===== src/rtl/uart_echo_fifo_if.sv =====
// uart_echo_fifo_if: host-side RX pop and TX push handshakes of uart_echo_fifo
interface uart_echo_fifo_if;
    logic       o_RX_Valid;
    logic [7:0] o_RX_Data;
    logic       i_RX_Ready;
    logic       i_TX_Valid;
    logic [7:0] i_TX_Data;
    logic       o_TX_Ready;
    modport master (input o_RX_Valid, o_RX_Data, o_TX_Ready, output i_RX_Ready, i_TX_Valid, i_TX_Data);
    modport slave (output o_RX_Valid, o_RX_Data, o_TX_Ready, input i_RX_Ready, i_TX_Valid, i_TX_Data);
endinterface


===== src/rtl/uart_echo_fifo.sv =====
// uart_echo_fifo: UART receiver into an RX FIFO, transmitter fed by the host or by echoing the FIFO
module uart_echo_fifo #(
    parameter int CLKS_PER_BIT = 868,
    parameter int FIFO_DEPTH   = 16,
    parameter int PARITY_MODE  = 0
) (
    input  logic                          i_Clk,
    input  logic                          i_Rst,
    input  logic                          i_UART_RX,
    output logic                          o_UART_TX,
    input  logic                          i_Echo_En,
    uart_echo_fifo_if.slave               host,
    output logic                          o_TX_Active,
    output logic [7:0]                    o_RX_LED,
    output logic                          o_Overflow,
    output logic                          o_Frame_Err,
    output logic                          o_Parity_Err,
    input  logic                          i_Clear_Err,
    output logic [$clog2(FIFO_DEPTH):0]   o_FIFO_Count
);
    localparam int AW = $clog2(FIFO_DEPTH);
    localparam int CW = AW + 1;
    localparam int NW = $clog2(CLKS_PER_BIT);
    localparam logic [NW-1:0] BIT_END  = NW'(CLKS_PER_BIT - 1);
    localparam logic [NW-1:0] HALF_END = NW'(CLKS_PER_BIT / 2 - 1);
    localparam logic [2:0] S_IDLE = 3'd0, S_START = 3'd1, S_DATA = 3'd2, S_PARITY = 3'd3, S_STOP = 3'd4;
    localparam logic [2:0] S_AFTER_DATA = (PARITY_MODE != 0) ? S_PARITY : S_STOP;

    function automatic logic par_bit(input logic [7:0] d);
        return (PARITY_MODE == 2) ? ~^d : ^d;
    endfunction

    logic          r_rx_meta, r_rx_sync, r_rx_perr, r_rx_fin, r_rx_stop;
    logic [2:0]    r_rx_state, r_rx_bit;
    logic [NW-1:0] r_rx_cnt;
    logic [7:0]    r_rx_shift;
    logic [7:0]    r_mem [FIFO_DEPTH];
    logic [AW-1:0] r_wr, r_rd;
    logic [CW-1:0] r_count;
    logic [2:0]    r_tx_state, r_tx_bit;
    logic [NW-1:0] r_tx_cnt;
    logic [7:0]    r_tx_shift;
    logic          r_tx_par, r_tx_out, r_tx_active, r_ovf, r_ferr, r_perr;
    logic [7:0]    r_led;
    logic          w_push, w_full, w_nempty, w_wr, w_pop, w_tx_idle, w_tx_acc;
    logic [7:0]    w_tx_byte;

    // The byte is judged one cycle after the stop sample, when parity and stop are both known
    assign w_push    = r_rx_fin & r_rx_stop & ~r_rx_perr;
    assign w_nempty  = r_count != '0;
    assign w_full    = r_count == CW'(FIFO_DEPTH);
    assign w_tx_idle = r_tx_state == S_IDLE;
    assign w_tx_acc  = w_tx_idle & (i_Echo_En ? w_nempty : host.i_TX_Valid);
    assign w_tx_byte = i_Echo_En ? host.o_RX_Data : host.i_TX_Data;
    assign w_pop     = (host.o_RX_Valid & host.i_RX_Ready) | (w_tx_acc & i_Echo_En);
    assign w_wr      = w_push & (~w_full | w_pop);

    assign host.o_RX_Valid = w_nempty & ~i_Echo_En;
    assign host.o_RX_Data  = w_nempty ? r_mem[r_rd] : 8'h00;
    assign host.o_TX_Ready = w_tx_idle & ~i_Echo_En & ~i_Rst;
    assign o_UART_TX    = r_tx_out;
    assign o_TX_Active  = r_tx_active;
    assign o_RX_LED     = r_led;
    assign o_Overflow   = r_ovf;
    assign o_Frame_Err  = r_ferr;
    assign o_Parity_Err = r_perr;
    assign o_FIFO_Count = r_count;

    always_ff @(posedge i_Clk) begin
        if (i_Rst) begin
            r_rx_meta  <= 1'b1;
            r_rx_sync  <= 1'b1;
            r_rx_state <= S_IDLE;
            r_rx_cnt   <= '0;
            r_rx_bit   <= '0;
            r_rx_shift <= '0;
            r_rx_perr  <= 1'b0;
            r_rx_fin   <= 1'b0;
            r_rx_stop  <= 1'b0;
        end else begin
            r_rx_meta <= i_UART_RX;
            r_rx_sync <= r_rx_meta;
            r_rx_fin  <= 1'b0;
            r_rx_cnt  <= r_rx_cnt + 1'b1;
            case (r_rx_state)
                S_IDLE: begin
                    r_rx_cnt <= '0;
                    if (!r_rx_sync) r_rx_state <= S_START;
                end
                S_START: if (r_rx_cnt == HALF_END) begin
                    r_rx_cnt   <= '0;
                    r_rx_bit   <= '0;
                    r_rx_perr  <= 1'b0;
                    r_rx_state <= r_rx_sync ? S_IDLE : S_DATA;
                end
                S_DATA: if (r_rx_cnt == BIT_END) begin
                    r_rx_cnt   <= '0;
                    r_rx_shift <= {r_rx_sync, r_rx_shift[7:1]};
                    r_rx_bit   <= r_rx_bit + 3'd1;
                    if (r_rx_bit == 3'd7) r_rx_state <= S_AFTER_DATA;
                end
                S_PARITY: if (r_rx_cnt == BIT_END) begin
                    r_rx_cnt   <= '0;
                    r_rx_perr  <= r_rx_sync != par_bit(r_rx_shift);
                    r_rx_state <= S_STOP;
                end
                S_STOP: if (r_rx_cnt == BIT_END) begin
                    r_rx_fin   <= 1'b1;
                    r_rx_stop  <= r_rx_sync;
                    r_rx_state <= S_IDLE;
                end
                default: r_rx_state <= S_IDLE;
            endcase
        end
    end

    always_ff @(posedge i_Clk) begin
        if (w_wr) r_mem[r_wr] <= r_rx_shift;
    end

    always_ff @(posedge i_Clk) begin
        if (i_Rst) begin
            r_wr    <= '0;
            r_rd    <= '0;
            r_count <= '0;
            r_led   <= '0;
            r_ovf   <= 1'b0;
            r_ferr  <= 1'b0;
            r_perr  <= 1'b0;
        end else begin
            if (w_wr) r_wr <= r_wr + 1'b1;
            if (w_pop) r_rd <= r_rd + 1'b1;
            if (w_push) r_led <= r_rx_shift;
            r_count <= r_count + CW'(w_wr) - CW'(w_pop);
            r_ovf   <= (w_push & w_full & ~w_pop) | (r_ovf & ~i_Clear_Err);
            r_ferr  <= (r_rx_fin & ~r_rx_stop) | (r_ferr & ~i_Clear_Err);
            r_perr  <= (r_rx_fin & r_rx_perr) | (r_perr & ~i_Clear_Err);
        end
    end

    always_ff @(posedge i_Clk) begin
        if (i_Rst) begin
            r_tx_state  <= S_IDLE;
            r_tx_cnt    <= '0;
            r_tx_bit    <= '0;
            r_tx_shift  <= '0;
            r_tx_par    <= 1'b0;
            r_tx_out    <= 1'b1;
            r_tx_active <= 1'b0;
        end else begin
            r_tx_cnt <= r_tx_cnt + 1'b1;
            case (r_tx_state)
                S_IDLE: begin
                    r_tx_cnt <= '0;
                    r_tx_bit <= '0;
                    if (w_tx_acc) begin
                        r_tx_state  <= S_START;
                        r_tx_out    <= 1'b0;
                        r_tx_active <= 1'b1;
                        r_tx_shift  <= w_tx_byte;
                        r_tx_par    <= par_bit(w_tx_byte);
                    end
                end
                S_START: if (r_tx_cnt == BIT_END) begin
                    r_tx_cnt   <= '0;
                    r_tx_state <= S_DATA;
                    r_tx_out   <= r_tx_shift[0];
                end
                S_DATA: if (r_tx_cnt == BIT_END) begin
                    r_tx_cnt   <= '0;
                    r_tx_bit   <= r_tx_bit + 3'd1;
                    r_tx_shift <= r_tx_shift >> 1;
                    r_tx_out   <= (r_tx_bit == 3'd7) ? ((PARITY_MODE != 0) ? r_tx_par : 1'b1) : r_tx_shift[1];
                    if (r_tx_bit == 3'd7) r_tx_state <= S_AFTER_DATA;
                end
                S_PARITY: if (r_tx_cnt == BIT_END) begin
                    r_tx_cnt   <= '0;
                    r_tx_state <= S_STOP;
                    r_tx_out   <= 1'b1;
                end
                S_STOP: if (r_tx_cnt == BIT_END) begin
                    r_tx_state  <= S_IDLE;
                    r_tx_active <= 1'b0;
                end
                default: r_tx_state <= S_IDLE;
            endcase
        end
    end
endmodule


===== src/flat_wrapper.sv =====
// flat-port wrapper written by rule: the top's interface ports become plain ports
module uart_echo_fifo_flat 
#(
    parameter int CLKS_PER_BIT = 868,
    parameter int FIFO_DEPTH   = 16,
    parameter int PARITY_MODE  = 0
)
  (i_Clk, i_Rst, i_UART_RX, o_UART_TX, i_Echo_En, o_TX_Active, o_RX_LED, o_Overflow, o_Frame_Err, o_Parity_Err, i_Clear_Err, o_FIFO_Count, host_o_RX_Valid, host_o_RX_Data, host_o_TX_Ready, host_i_RX_Ready, host_i_TX_Valid, host_i_TX_Data);
  uart_echo_fifo_if host_i ();
  input  logic i_Clk;
  input  logic i_Rst;
  input  logic i_UART_RX;
  output logic o_UART_TX;
  input  logic i_Echo_En;
  output logic o_TX_Active;
  output logic [7:0] o_RX_LED;
  output logic o_Overflow;
  output logic o_Frame_Err;
  output logic o_Parity_Err;
  input  logic i_Clear_Err;
  output logic [$clog2(FIFO_DEPTH):0] o_FIFO_Count;
  output wire logic [$bits(host_i.o_RX_Valid)-1:0] host_o_RX_Valid;
  output wire logic [$bits(host_i.o_RX_Data)-1:0] host_o_RX_Data;
  output wire logic [$bits(host_i.o_TX_Ready)-1:0] host_o_TX_Ready;
  input wire logic [$bits(host_i.i_RX_Ready)-1:0] host_i_RX_Ready;
  input wire logic [$bits(host_i.i_TX_Valid)-1:0] host_i_TX_Valid;
  input wire logic [$bits(host_i.i_TX_Data)-1:0] host_i_TX_Data;
  assign host_o_RX_Valid = host_i.o_RX_Valid;
  assign host_o_RX_Data = host_i.o_RX_Data;
  assign host_o_TX_Ready = host_i.o_TX_Ready;
  assign host_i.i_RX_Ready = host_i_RX_Ready;
  assign host_i.i_TX_Valid = host_i_TX_Valid;
  assign host_i.i_TX_Data = host_i_TX_Data;
  uart_echo_fifo #(.CLKS_PER_BIT(CLKS_PER_BIT), .FIFO_DEPTH(FIFO_DEPTH), .PARITY_MODE(PARITY_MODE)) u_core (.i_Clk(i_Clk), .i_Rst(i_Rst), .i_UART_RX(i_UART_RX), .o_UART_TX(o_UART_TX), .i_Echo_En(i_Echo_En), .host(host_i), .o_TX_Active(o_TX_Active), .o_RX_LED(o_RX_LED), .o_Overflow(o_Overflow), .o_Frame_Err(o_Frame_Err), .o_Parity_Err(o_Parity_Err), .i_Clear_Err(i_Clear_Err), .o_FIFO_Count(o_FIFO_Count));
endmodule

===== config.mk =====
export PLATFORM = sky130hd
export DESIGN_NAME = uart_echo_fifo_flat
export DESIGN_NICKNAME = d
export VERILOG_FILES = /design/src/rtl/uart_echo_fifo_if.sv /design/src/rtl/uart_echo_fifo.sv /design/src/flat_wrapper.sv
export SDC_FILE = /design/constraint.sdc
export NUM_CORES = 1
export LEC_CHECK = 0
export CAP_MARGIN = 20
export CORE_ASPECT_RATIO = 1.1
export CORE_MARGIN = 2
export CORE_UTILIZATION = 36
export CTS_CLUSTER_DIAMETER = 30
export CTS_CLUSTER_SIZE = 20
export DETAILED_ROUTE_END_ITERATION = 10
export SLEW_MARGIN = 0
export SYNTH_ARGS = -nofsm -noshare
export SYNTH_HDL_FRONTEND = slang
export SYNTH_SLANG_ARGS = --single-unit
export TNS_END_PERCENT = 5

===== constraint.sdc =====
create_clock -name i_Clk -period 2.8 [get_ports i_Clk]
set_clock_uncertainty 0.05 [all_clocks]
set_input_delay 0.7 -clock i_Clk [delete_from_list [all_inputs] [get_ports i_Clk]]
set_output_delay 0.7 -clock i_Clk [all_outputs]
set_load 0.01 [all_outputs]

==> reports/metrics.yaml <==
final_cell_mix: "edfxtp_1 (128), dfxtp_1 (79), nor2_1 (76)"
htreeDepth: 2
routabilityCongestion: 0.823
min_period_ns: 3.15
worst_pin_slew_ns: 0.747
final_area_um2: 11800
violations: "setup timing"
clock_sinks: 211
drt-initial-drc-count: 287
layout_commonest_cell: "edfxtp_1"
power_density_nw_per_um2: 870
synth_largest_area_cell: "edfxtp_1"
yosys-top-cells-area: "edfxtp_1 (43%), dfxtp_1 (19%), mux4_2 (5.9%), mux4_1 (3.9%), mux2i_1 (3.7%)"
synth_ff_type: "edfxtp_1"
first_pass_iters: 4
status: "finished with violations"
netlist_area_um2: 8850
cts_root_buffer: "clkbuf_16"
ys.warnings.count: 0
async_flop_share_pct: 0
fin_crit_sh_pct: 113
clk-insertion-delay-late_ns: 0.51
grt_pass1_wl_mm: 31.8
p_leak_nw: 4.36
gr-total-overflow: 0
ir_drop_uv: 419
final_cells: 1112
place_ws_ns: -0.576
crit_required_ns: 2.05
dp_hpwl_mm: 13.3
numPortBuffers: 42
core_area_um2: 24300
final_core_util_pct: 48.4
ios: 43
dieArea_um2: 25900
drive_above_1_share_pct: 29.1
relSlewSlack_pct: 50.1
placed_area_um2: 10200
grt.total_usage_pct: 15.5
dp_cells: 1025
drc: 0
vias: 5581
avgSynthCellArea_um2: 14.1
rows: 60
wl_per_cell_um: 18.0
setup_violations: 10
post-route-worst-setup-slack_ns: -0.355
die-width_um: 154
crit_type: "flip-flop to output pin"
nets: 805
grt_max_degree: 59
antenna_found_initial: 0
rsz0062_at_grt: "yes"
cts.clk_slew.worst_paths_ns: 0.05
yosys.area.top_type_share_pct: 43.4
yosysUniqueCellTypes: 63
antenna_cells: 0
viasPerCell: 5.02
area_growth_pct: 33.0
max_freq_mhz: 317
wl_mm: 20.0
synth_edf_count: 128
initial_core_util_pct: 36.4
critical_path_peak_fanout: 4
yosysSeqAreaShare_pct: 62.2
clk_path_buf_depth: 3
end_kind: "output pin"
finalMaxSlewViolations: 0
synth-seq-cells: 211
tritoncts: "yes"
grt_pass1_vias: 5912
die_h_um: 168
min_path_type: "flip-flop to flip-flop"
crit_arrival_ns: 2.40
syn_inst: 630
numCtsBuffers: 42
max-cap-violations: 0
hold_viol: 0
ant_nets: 0
finalSetupTns_ns: -2.04
synth_nets: 664
worstSetupStartpointType: "flip-flop"
[state kept, by name, indices dropped and copies added, names as in the netlist, 3 cells and up, named ones only]
name / flops
u_core.o_FIFO_Count: 5
u_core.o_RX_LED: 8
u_core.r_mem: 128
u_core.r_rd: 4
u_core.r_rx_bit: 3
u_core.r_rx_cnt: 10
u_core.r_rx_shift: 8
u_core.r_rx_state: 3
u_core.r_tx_bit: 3
u_core.r_tx_cnt: 10
u_core.r_tx_shift: 8
u_core.r_tx_state: 3
u_core.r_wr: 4
[final timing paths]
path                                              from                endpoint  slack [ns]  cells past startpoint
worst max register to register  u_core.o_FIFO_Count[3]  u_core.o_FIFO_Count[4]        0.05                     15
worst max-delay path                         flip-flop       host_o_RX_Data[3]       -0.35                      6
worst min register to register        u_core.r_rx_meta        u_core.r_rx_sync        0.36                      1
worst min-delay path                  u_core.r_rx_meta        u_core.r_rx_sync        0.36                      1
[through the flow]
stage          total power, mW  hold slack [ns]
3_5_place_dp              5.37            0.357
5_1_grt                   10.7            0.372
3_3_place_gp              5.31            0.353
4_1_cts                   10.3            0.367
6_report                  10.2            0.365
2_1_floorplan             4.57            0.339
[repair_timing]
item	CTS	global route
pin swaps	7	0
gates resized for setup	83	8
hold endpoints to repair	0	0
setup endpoints to repair	11	35
buffers inserted	10	0
cloned	2	0
hold buffers	0	0
[worst max-delay path, cell delays in order, from the launching register on]
cell	delay, ns
dfxtp_4	0.37
buf_12	0.13
buf_6	0.10
mux4_2	0.49
mux4_2	0.53
and2_4	0.17
buf_6	0.11
[routing by layer]
metal | GRT usage [%] | up-vias | routed length (µm)
met1 | 19.8 | 2777 | 8800
li1 | - | 2649 | -
met3 | 2.74 | 34 | 754
met2 | 26.7 | 121 | 10100
met4 | 5.54 | 0 | 435
met5 | 0 | - | 0
[cell families after synthesis]
family                     share of synthesized area, %
adders and majority gates                          2.77
xor gates and xnor gates                           3.32
and+or+nand+nor                                    10.6
DFF                                                62.2
AOI/OAI and AO/OA                                  5.02
muxes                                              13.7
buffers and inverters                              2.43
[Yosys cell counts, types with 10 or more instances]
master / n
nor2_1: 77
inv_1: 21
dfxtp_1: 83
edfxtp_1: 128
clkbuf_1: 14
nand2_1: 15
mux4_1: 13
xor2_1: 17
mux2i_1: 33
ha_1: 18
and2_1: 18
xnor2_1: 14
nor3_1: 11
a22oi_1: 11
mux4_2: 23
and3_1: 10
a21oi_1: 19
nand3_1: 11
[report_power, final]
part	switching, mW	leakage [nW]	internal, mW
Clock	1.67	0.631	3.01
Combinational	0.919	1.87	1.15
Sequential	0.120	1.86	3.38
Total	2.70	4.36	7.54
[area by class of cell]
type                       instances  area [µm²]
clock buffer                      45        1080
clock inverter                    30         278
multi-input combinational        371        3200
fill                            2067       12600
timing repair buffer             123        1230
inverter                          22        82.6
sequential                       211        5520
tap                              310         388
Note: power is estimated with default switching activity, not from simulation.
